[config.mk]
export PLATFORM = sky130hd
export DESIGN_NAME = joy_db15_cond
export DESIGN_NICKNAME = d
export VERILOG_FILES = /design/src/rtl/joy_pkg.sv /design/src/rtl/joy_debounce.sv /design/src/rtl/joy_db15_cond.sv
export SDC_FILE = /design/constraint.sdc
export NUM_CORES = 1
export LEC_CHECK = 0
export CAP_MARGIN = 0
export CELL_PAD_IN_SITES_DETAIL_PLACEMENT = 0
export CELL_PAD_IN_SITES_GLOBAL_PLACEMENT = 1
export CORE_MARGIN = 5
export CORE_UTILIZATION = 47
export CTS_CLUSTER_SIZE = 20
export DETAILED_ROUTE_END_ITERATION = 10
export HOLD_SLACK_MARGIN = 0.03
export PLACE_DENSITY = 0.83
export SLEW_MARGIN = 30
export SYNTH_ARGS = -nofsm -noshare
export SYNTH_HDL_FRONTEND = slang
export SYNTH_HIERARCHICAL = 1
export SYNTH_SLANG_ARGS = --single-unit
[constraint.sdc]
create_clock -name clk -period 11.55 [get_ports clk]
set_input_delay 2.31 -clock clk [delete_from_list [all_inputs] [get_ports clk]]
set_output_delay 2.31 -clock clk [all_outputs]
set_load 0.05 [all_outputs]
[src/rtl/joy_pkg.sv]
// Shared constants and types for the DB15 joystick conditioning path.
// Bit layout: 11:LS 10:ST 9..4:F..A 3:U 2:D 1:L 0:R.
package joy_pkg;

   localparam int JOY_R      = 0;
   localparam int JOY_L      = 1;
   localparam int JOY_D      = 2;
   localparam int JOY_U      = 3;
   localparam int JOY_A      = 4;
   localparam int JOY_B      = 5;
   localparam int JOY_C      = 6;
   localparam int JOY_D_BTN  = 7;
   localparam int JOY_E      = 8;
   localparam int JOY_F      = 9;
   localparam int JOY_START  = 10;
   localparam int JOY_SELECT = 11;

   localparam logic [11:0] JOY_USED_MASK = 12'hFFF;

   typedef logic [15:0] joy_word_t;

   localparam joy_word_t JOY_WORD_MASK = {4'b0000, JOY_USED_MASK};

   function automatic joy_word_t joy_widen(input logic [11:0] bits);
      return {4'b0000, bits};
   endfunction

endpackage

[src/rtl/joy_debounce.sv]
// Single-bit tick-based debouncer: the output follows the input only after
// DEBOUNCE_N consecutive disagreeing ticks.
module joy_debounce
   import joy_pkg::*;
#(
   parameter int DEBOUNCE_N = 4
) (
   input  logic clk,
   input  logic reset,
   input  logic tick,
   input  logic din,
   output logic dout
);

   localparam int CW = $clog2(DEBOUNCE_N + 1);

   logic [CW-1:0] r_cnt;
   logic          r_dout;

   always_ff @(posedge clk) begin
      if (reset) begin
         r_cnt  <= '0;
         r_dout <= 1'b0;
      end else if (tick) begin
         if (din != r_dout) begin
            if (r_cnt == CW'(DEBOUNCE_N - 1)) begin
               r_dout <= din;
               r_cnt  <= '0;
            end else begin
               r_cnt <= r_cnt + 1'b1;
            end
         end else begin
            r_cnt <= '0;
         end
      end
   end

   assign dout = r_dout;

endmodule

[src/rtl/joy_db15_cond.sv]
// DB15 joystick conditioning: sync, debounce, stuck-low detect, swap, USB merge.
// Optional autofire on button B when JOY_DB15_COND_AUTOFIRE_EN is defined.
module joy_db15_cond
   import joy_pkg::*;
#(
   parameter int SAMPLE_DIV = 48000,
   parameter int DEBOUNCE_N = 4,
   parameter int STUCK_N    = 16,
   parameter int AF_HALF    = 33
) (
   input  logic        clk,
   input  logic        reset,
   input  logic        db15_en,
   input  logic        swap,
   input  logic [15:0] joy_db15_1,
   input  logic [15:0] joy_db15_2,
   input  logic [15:0] joy_usb_1,
   input  logic [15:0] joy_usb_2,
   output logic [15:0] joystick_0,
   output logic [15:0] joystick_1,
   output logic [1:0]  db15_valid
);

   localparam int PW = $clog2(SAMPLE_DIV + 1);
   localparam int SW = $clog2(STUCK_N + 1);

   if (SAMPLE_DIV < 1 || DEBOUNCE_N < 1 || STUCK_N < 1 || AF_HALF < 1) begin : g_bad_param
      $error("joy_db15_cond: parameters must be >= 1");
   end

   joy_word_t   r_s1_1, r_s2_1, r_s1_2, r_s2_2;
   logic [PW-1:0] r_pre;
   logic        w_tick;
   logic [11:0] w_f1, w_f2;
   logic [11:0] w_p1, w_p2;
   logic [SW-1:0] r_st1, r_st2;
   logic [1:0]  w_valid;
   joy_word_t   r_j0, r_j1;
   logic [11:0] w_src0, w_src1;
   logic        w_v0, w_v1;

   // Upper nibble is masked on entry so it can never leak into the core.
   always_ff @(posedge clk) begin
      if (reset) begin
         r_s1_1 <= '0;
         r_s2_1 <= '0;
         r_s1_2 <= '0;
         r_s2_2 <= '0;
      end else begin
         r_s1_1 <= joy_db15_1 & JOY_WORD_MASK;
         r_s2_1 <= r_s1_1;
         r_s1_2 <= joy_db15_2 & JOY_WORD_MASK;
         r_s2_2 <= r_s1_2;
      end
   end

   always_ff @(posedge clk) begin
      if (reset) begin
         r_pre <= '0;
      end else if (w_tick) begin
         r_pre <= '0;
      end else begin
         r_pre <= r_pre + 1'b1;
      end
   end

   assign w_tick = (r_pre == PW'(SAMPLE_DIV - 1));

   for (genvar i = 0; i < 12; i++) begin : g_deb
      joy_debounce #(.DEBOUNCE_N(DEBOUNCE_N)) u_deb1 (
         .clk  (clk),
         .reset(reset),
         .tick (w_tick),
         .din  (r_s2_1[i]),
         .dout (w_f1[i])
      );
      joy_debounce #(.DEBOUNCE_N(DEBOUNCE_N)) u_deb2 (
         .clk  (clk),
         .reset(reset),
         .tick (w_tick),
         .din  (r_s2_2[i]),
         .dout (w_f2[i])
      );
   end

   // All-ones on the used bits means the open-collector data line is low.
   always_ff @(posedge clk) begin
      if (reset) begin
         r_st1 <= '0;
         r_st2 <= '0;
      end else if (w_tick) begin
         if ((r_s2_1 & JOY_WORD_MASK) == JOY_WORD_MASK) begin
            if (r_st1 != SW'(STUCK_N)) r_st1 <= r_st1 + 1'b1;
         end else begin
            r_st1 <= '0;
         end
         if ((r_s2_2 & JOY_WORD_MASK) == JOY_WORD_MASK) begin
            if (r_st2 != SW'(STUCK_N)) r_st2 <= r_st2 + 1'b1;
         end else begin
            r_st2 <= '0;
         end
      end
   end

   assign w_valid[0] = (r_st1 < SW'(STUCK_N));
   assign w_valid[1] = (r_st2 < SW'(STUCK_N));

`ifdef JOY_DB15_COND_AUTOFIRE_EN
   localparam int AW = $clog2(2 * AF_HALF + 1);

   logic [AW-1:0] r_af1, r_af2;
   logic          w_af1_hi, w_af2_hi;

   // Phase restarts high whenever B is not held.
   always_ff @(posedge clk) begin
      if (reset) begin
         r_af1 <= '0;
         r_af2 <= '0;
      end else begin
         if (!w_f1[JOY_B]) begin
            r_af1 <= '0;
         end else if (w_tick) begin
            r_af1 <= (r_af1 == AW'(2 * AF_HALF - 1)) ? '0 : r_af1 + 1'b1;
         end
         if (!w_f2[JOY_B]) begin
            r_af2 <= '0;
         end else if (w_tick) begin
            r_af2 <= (r_af2 == AW'(2 * AF_HALF - 1)) ? '0 : r_af2 + 1'b1;
         end
      end
   end

   assign w_af1_hi = (r_af1 < AW'(AF_HALF));
   assign w_af2_hi = (r_af2 < AW'(AF_HALF));

   always_comb begin
      w_p1        = w_f1;
      w_p2        = w_f2;
      w_p1[JOY_A] = w_f1[JOY_A] | (w_f1[JOY_B] & w_af1_hi);
      w_p2[JOY_A] = w_f2[JOY_A] | (w_f2[JOY_B] & w_af2_hi);
   end
`else
   assign w_p1 = w_f1;
   assign w_p2 = w_f2;
`endif

   assign w_src0 = swap ? w_p2 : w_p1;
   assign w_src1 = swap ? w_p1 : w_p2;
   assign w_v0   = swap ? w_valid[1] : w_valid[0];
   assign w_v1   = swap ? w_valid[0] : w_valid[1];

   always_ff @(posedge clk) begin
      if (reset) begin
         r_j0 <= '0;
         r_j1 <= '0;
      end else begin
         r_j0 <= joy_usb_1 | ((db15_en & w_v0) ? joy_widen(w_src0) : '0);
         r_j1 <= joy_usb_2 | ((db15_en & w_v1) ? joy_widen(w_src1) : '0);
      end
   end

   assign joystick_0 = r_j0;
   assign joystick_1 = r_j1;
   assign db15_valid = w_valid;

endmodule

==> summary.md <==
| Metric | Value |
|---|---|
| Starting Density | `47.9%` |
| Largest family of logic cells by synthesized area | `simple AND/OR/NAND/NOR gates` |
| Postcts setup bufs | `0` |
| Nets | `974` |
| H-tree depth | `1` |
| Normalized max-slew margin | `39.9%` |
| Ys flop type | `dfxtp_1` |
| Skew-Pair Late Insertion Delay | `500 ps` |
| RSZ-0062 raised after global routing | `no` |
| Cell Pwr Density | `149 nW/um^2` |
| Synth top area share | `48.8%` |
| Area delta synth->final | `22.8%` |
| Final setup fails | `0` |
| Layout Skew | `12.2 ps` |
| Worst-path clk slew | `60 ps` |
| EDFF count, synth | `0` |
| Critical Setup Path Class | `reg2out` |
| Ratio of cells with drive above 1 in the final layout | `9.98%` |
| CP Capture Type | `output port` |
| Slew @ Worst Pin | `899 ps` |
| Final hold viol count | `0` |
| Total global-route track usage | `16.7%` |
| GR Overflow Total | `0` |
| Mapped cell area | `8290 sq um` |
| DRT Pass-1 Iters | `4` |
| Setup_tns | `0 ps` |
| Post-Synth Adder-Cell Area | `4.38%` |
| DP HPWL | `11.5 mm` |
| CP max FO | `4` |
| Most common cell after layout, fill and taps aside | `dfxtp_1` |
| Mean area per synthesized cell | `10.6 sq um` |
| Dominant cell type by area after synthesis | `dfxtp_1` |
| Layout filler cell count | `1,467` |
| Tightest Hold Check Type | `reg2reg` |
| Num CTS Buffers | `22` |
| Commonest non-fill, non-tap cells in the layout | `dfxtp_1, clkdlybuf4s50_1, nor2_1` |
| Syn Nets | `877` |
| Synth async-reset ratio | `0%` |
| Xor and xnor area share after synthesis | `3.70%` |
| Fin area | `10,200 sq um` |
| CP max stage cell | `clkdlybuf4s50_1` |
| Final Critical Period | `4100 ps` |
| Met2 Use GR | `29.9%` |
| Worst EP required | `9240 ps` |
| GR Layer Usage met1 | `19.9%` |
| Simple-gate share of the synthesized area | `24.4%` |
| Yosys cell types | `36` |
| CP arrival | `1790 ps` |
| DIE AREA | `20,400 sq um` |
| 1st-iter DRT viols | `305` |
| Avg WL per Cell | `15.3 um` |
| CTS sink cnt | `202` |
| Die W | `143 um` |
| Yosys reg bits | `202` |
| Via density | `5.36` |
| TritonCTS clock tree | `built` |
| Met3 usage | `3.05%` |
| Die height | `143 um` |
| GPL Wtd Cong | `0.781` |
| DP Area | `9430 sq um` |
| Max Clock Freq | `0.244 GHz` |
| First-pass GRT wire length | `28.8 mm` |
| Num rows | `48` |
| Routed Antenna Nets | `0` |
| Antenna cell count | `0` |
| CTS root buf | `clkbuf_16` |
| Area contributors post-synth | `dfxtp_1, nor2b_1, ha_1, nor4b_2, nor2_1` |
| Mapped Cells | `780` |
| I/O Buffers | `93` |
| Number of global-route vias before repair | `6,210` |
| CP Cell Sequence | `inv_1, clkdlybuf4s50_1` |
| Peak supply drop | `0.000112 V` |
| Post-CTS Hold Buffers | `0` |
| Seq/Total Area, Yosys | `48.8%` |
| Clock buffer depth | `3` |
| Core area | `17,300 sq um` |
| Residual DRC | `0` |
| Period utilisation layout | `35.5%` |
| Max Slew Vio Count | `0` |
| I/O pins | `102` |
| Mux cell area share after synthesis | `9.42%` |
| Max-Cap Viols | `0` |
| Initial antenna violation count | `0` |
| Yosys warnings | `6` |
| Leak | `0.00417 uW` |
| Worst setup SP type | `register` |
| Post-CTS Resized | `0` |
| Largest net degree at the start of global routing | `97` |
| DR vias | `5,982` |
| CP max stage delay | `830 ps` |
| Final wirelength | `17.1 mm` |
| Compound-gate portion of the synthesized area | `7.64%` |
| Busiest layer in global routing | `met2` |
| Status | `completed` |
[through the flow]
| stage | worst slack (ps) | instances | hold WS (ps) | utilization, % | power, uW |
|---|---|---|---|---|---|
| floorplan | 6930 | 780 | 414 | - | 780 |
| global placement | 7130 | 1078 | 421 | 54.5 | 823 |
| global route | 7400 | 1117 | 450 | 58.8 | 1570 |
| CTS | 7430 | 1117 | 437 | 58.8 | 1540 |
| finish | 7450 | 1117 | 429 | 58.8 | 1520 |
| detailed placement | 7070 | 1078 | 423 | 54.5 | 825 |
[worst max-delay path, delay by kind of cell (launching register included)]
family / cells / cell delay (ps)
buffers and inverters: 2 / 970
DFF: 1 / 340
[layout make-up]
type                       instances  area [sq um]  area share [%]
clock buffer                      34           667            6.55
clock inverter                     5          77.6           0.762
inverter                           7          26.3           0.258
multi-input combinational        547          4120            40.4
sequential                       202          4040            39.7
tap                              225           282            2.77
timing repair buffer              97           966            9.49
[logic make-up after synthesis]
kind of cell | count (synthesis)
AOI/OAI and AO/OA | 101
xor gates and xnor gates | 35
adders and majority gates | 29
buffers and inverters | 31
DFF | 202
muxes | 72
and+or+nand+nor | 310
[power by group]
part,internal [uW],switching [uW],total (uW)
registers,712,6.97,719
clock network,440,268,709
logic,40.2,50.5,90.7
total,1190,325,1520
[synthesized netlist by cell type (7+ instances only)]
library cell / instances
xnor2_1: 26
a22o_1: 24
clkbuf_1: 18
nand3_1: 7
mux2_1: 24
dfxtp_1: 202
nand4_1: 21
and3b_1: 24
and3_1: 8
nor2_1: 86
nor4b_2: 24
mux2i_1: 24
inv_1: 7
a21oi_1: 37
ha_1: 29
nand2_1: 7
xor2_1: 9
mux2_2: 24
nor2b_1: 84
o31ai_1: 10
nor4_1: 9
o21ai_0: 27
nand3b_1: 24
[path summary, 6_finish.rpt]
path,startpoint,to,slack (ps),depth (start not counted)
min reg2reg,r_s1_2[5],r_s2_2[5],430,1
min,r_s1_2[5],r_s2_2[5],430,1
max,r_st2[4],db15_valid[1],7450,2
max reg2reg,r_pre[7],g_deb[7].u_deb2/r_cnt[0],8210,6
[per-layer routing]
metal	vias up	wire [um]	share of wire, %
met3	36	771	4.5
met2	108	8480	50
met4	0	507	3.0
met1	2863	7300	43
li1	2975	-	-
met5	-	0	0
[registers in the layout, summed over array words and instances (netlist names)]
register / count
g_deb.u_deb1/dout: 12
g_deb.u_deb1/r_cnt: 36
g_deb.u_deb2/dout: 12
g_deb.u_deb2/r_cnt: 36
joystick_0: 16
joystick_1: 16
r_pre: 16
r_s1_1: 12
r_s1_2: 12
r_s2_1: 12
r_s2_2: 12
r_st1: 5
r_st2: 5
Power figures use the tool's default switching activity.
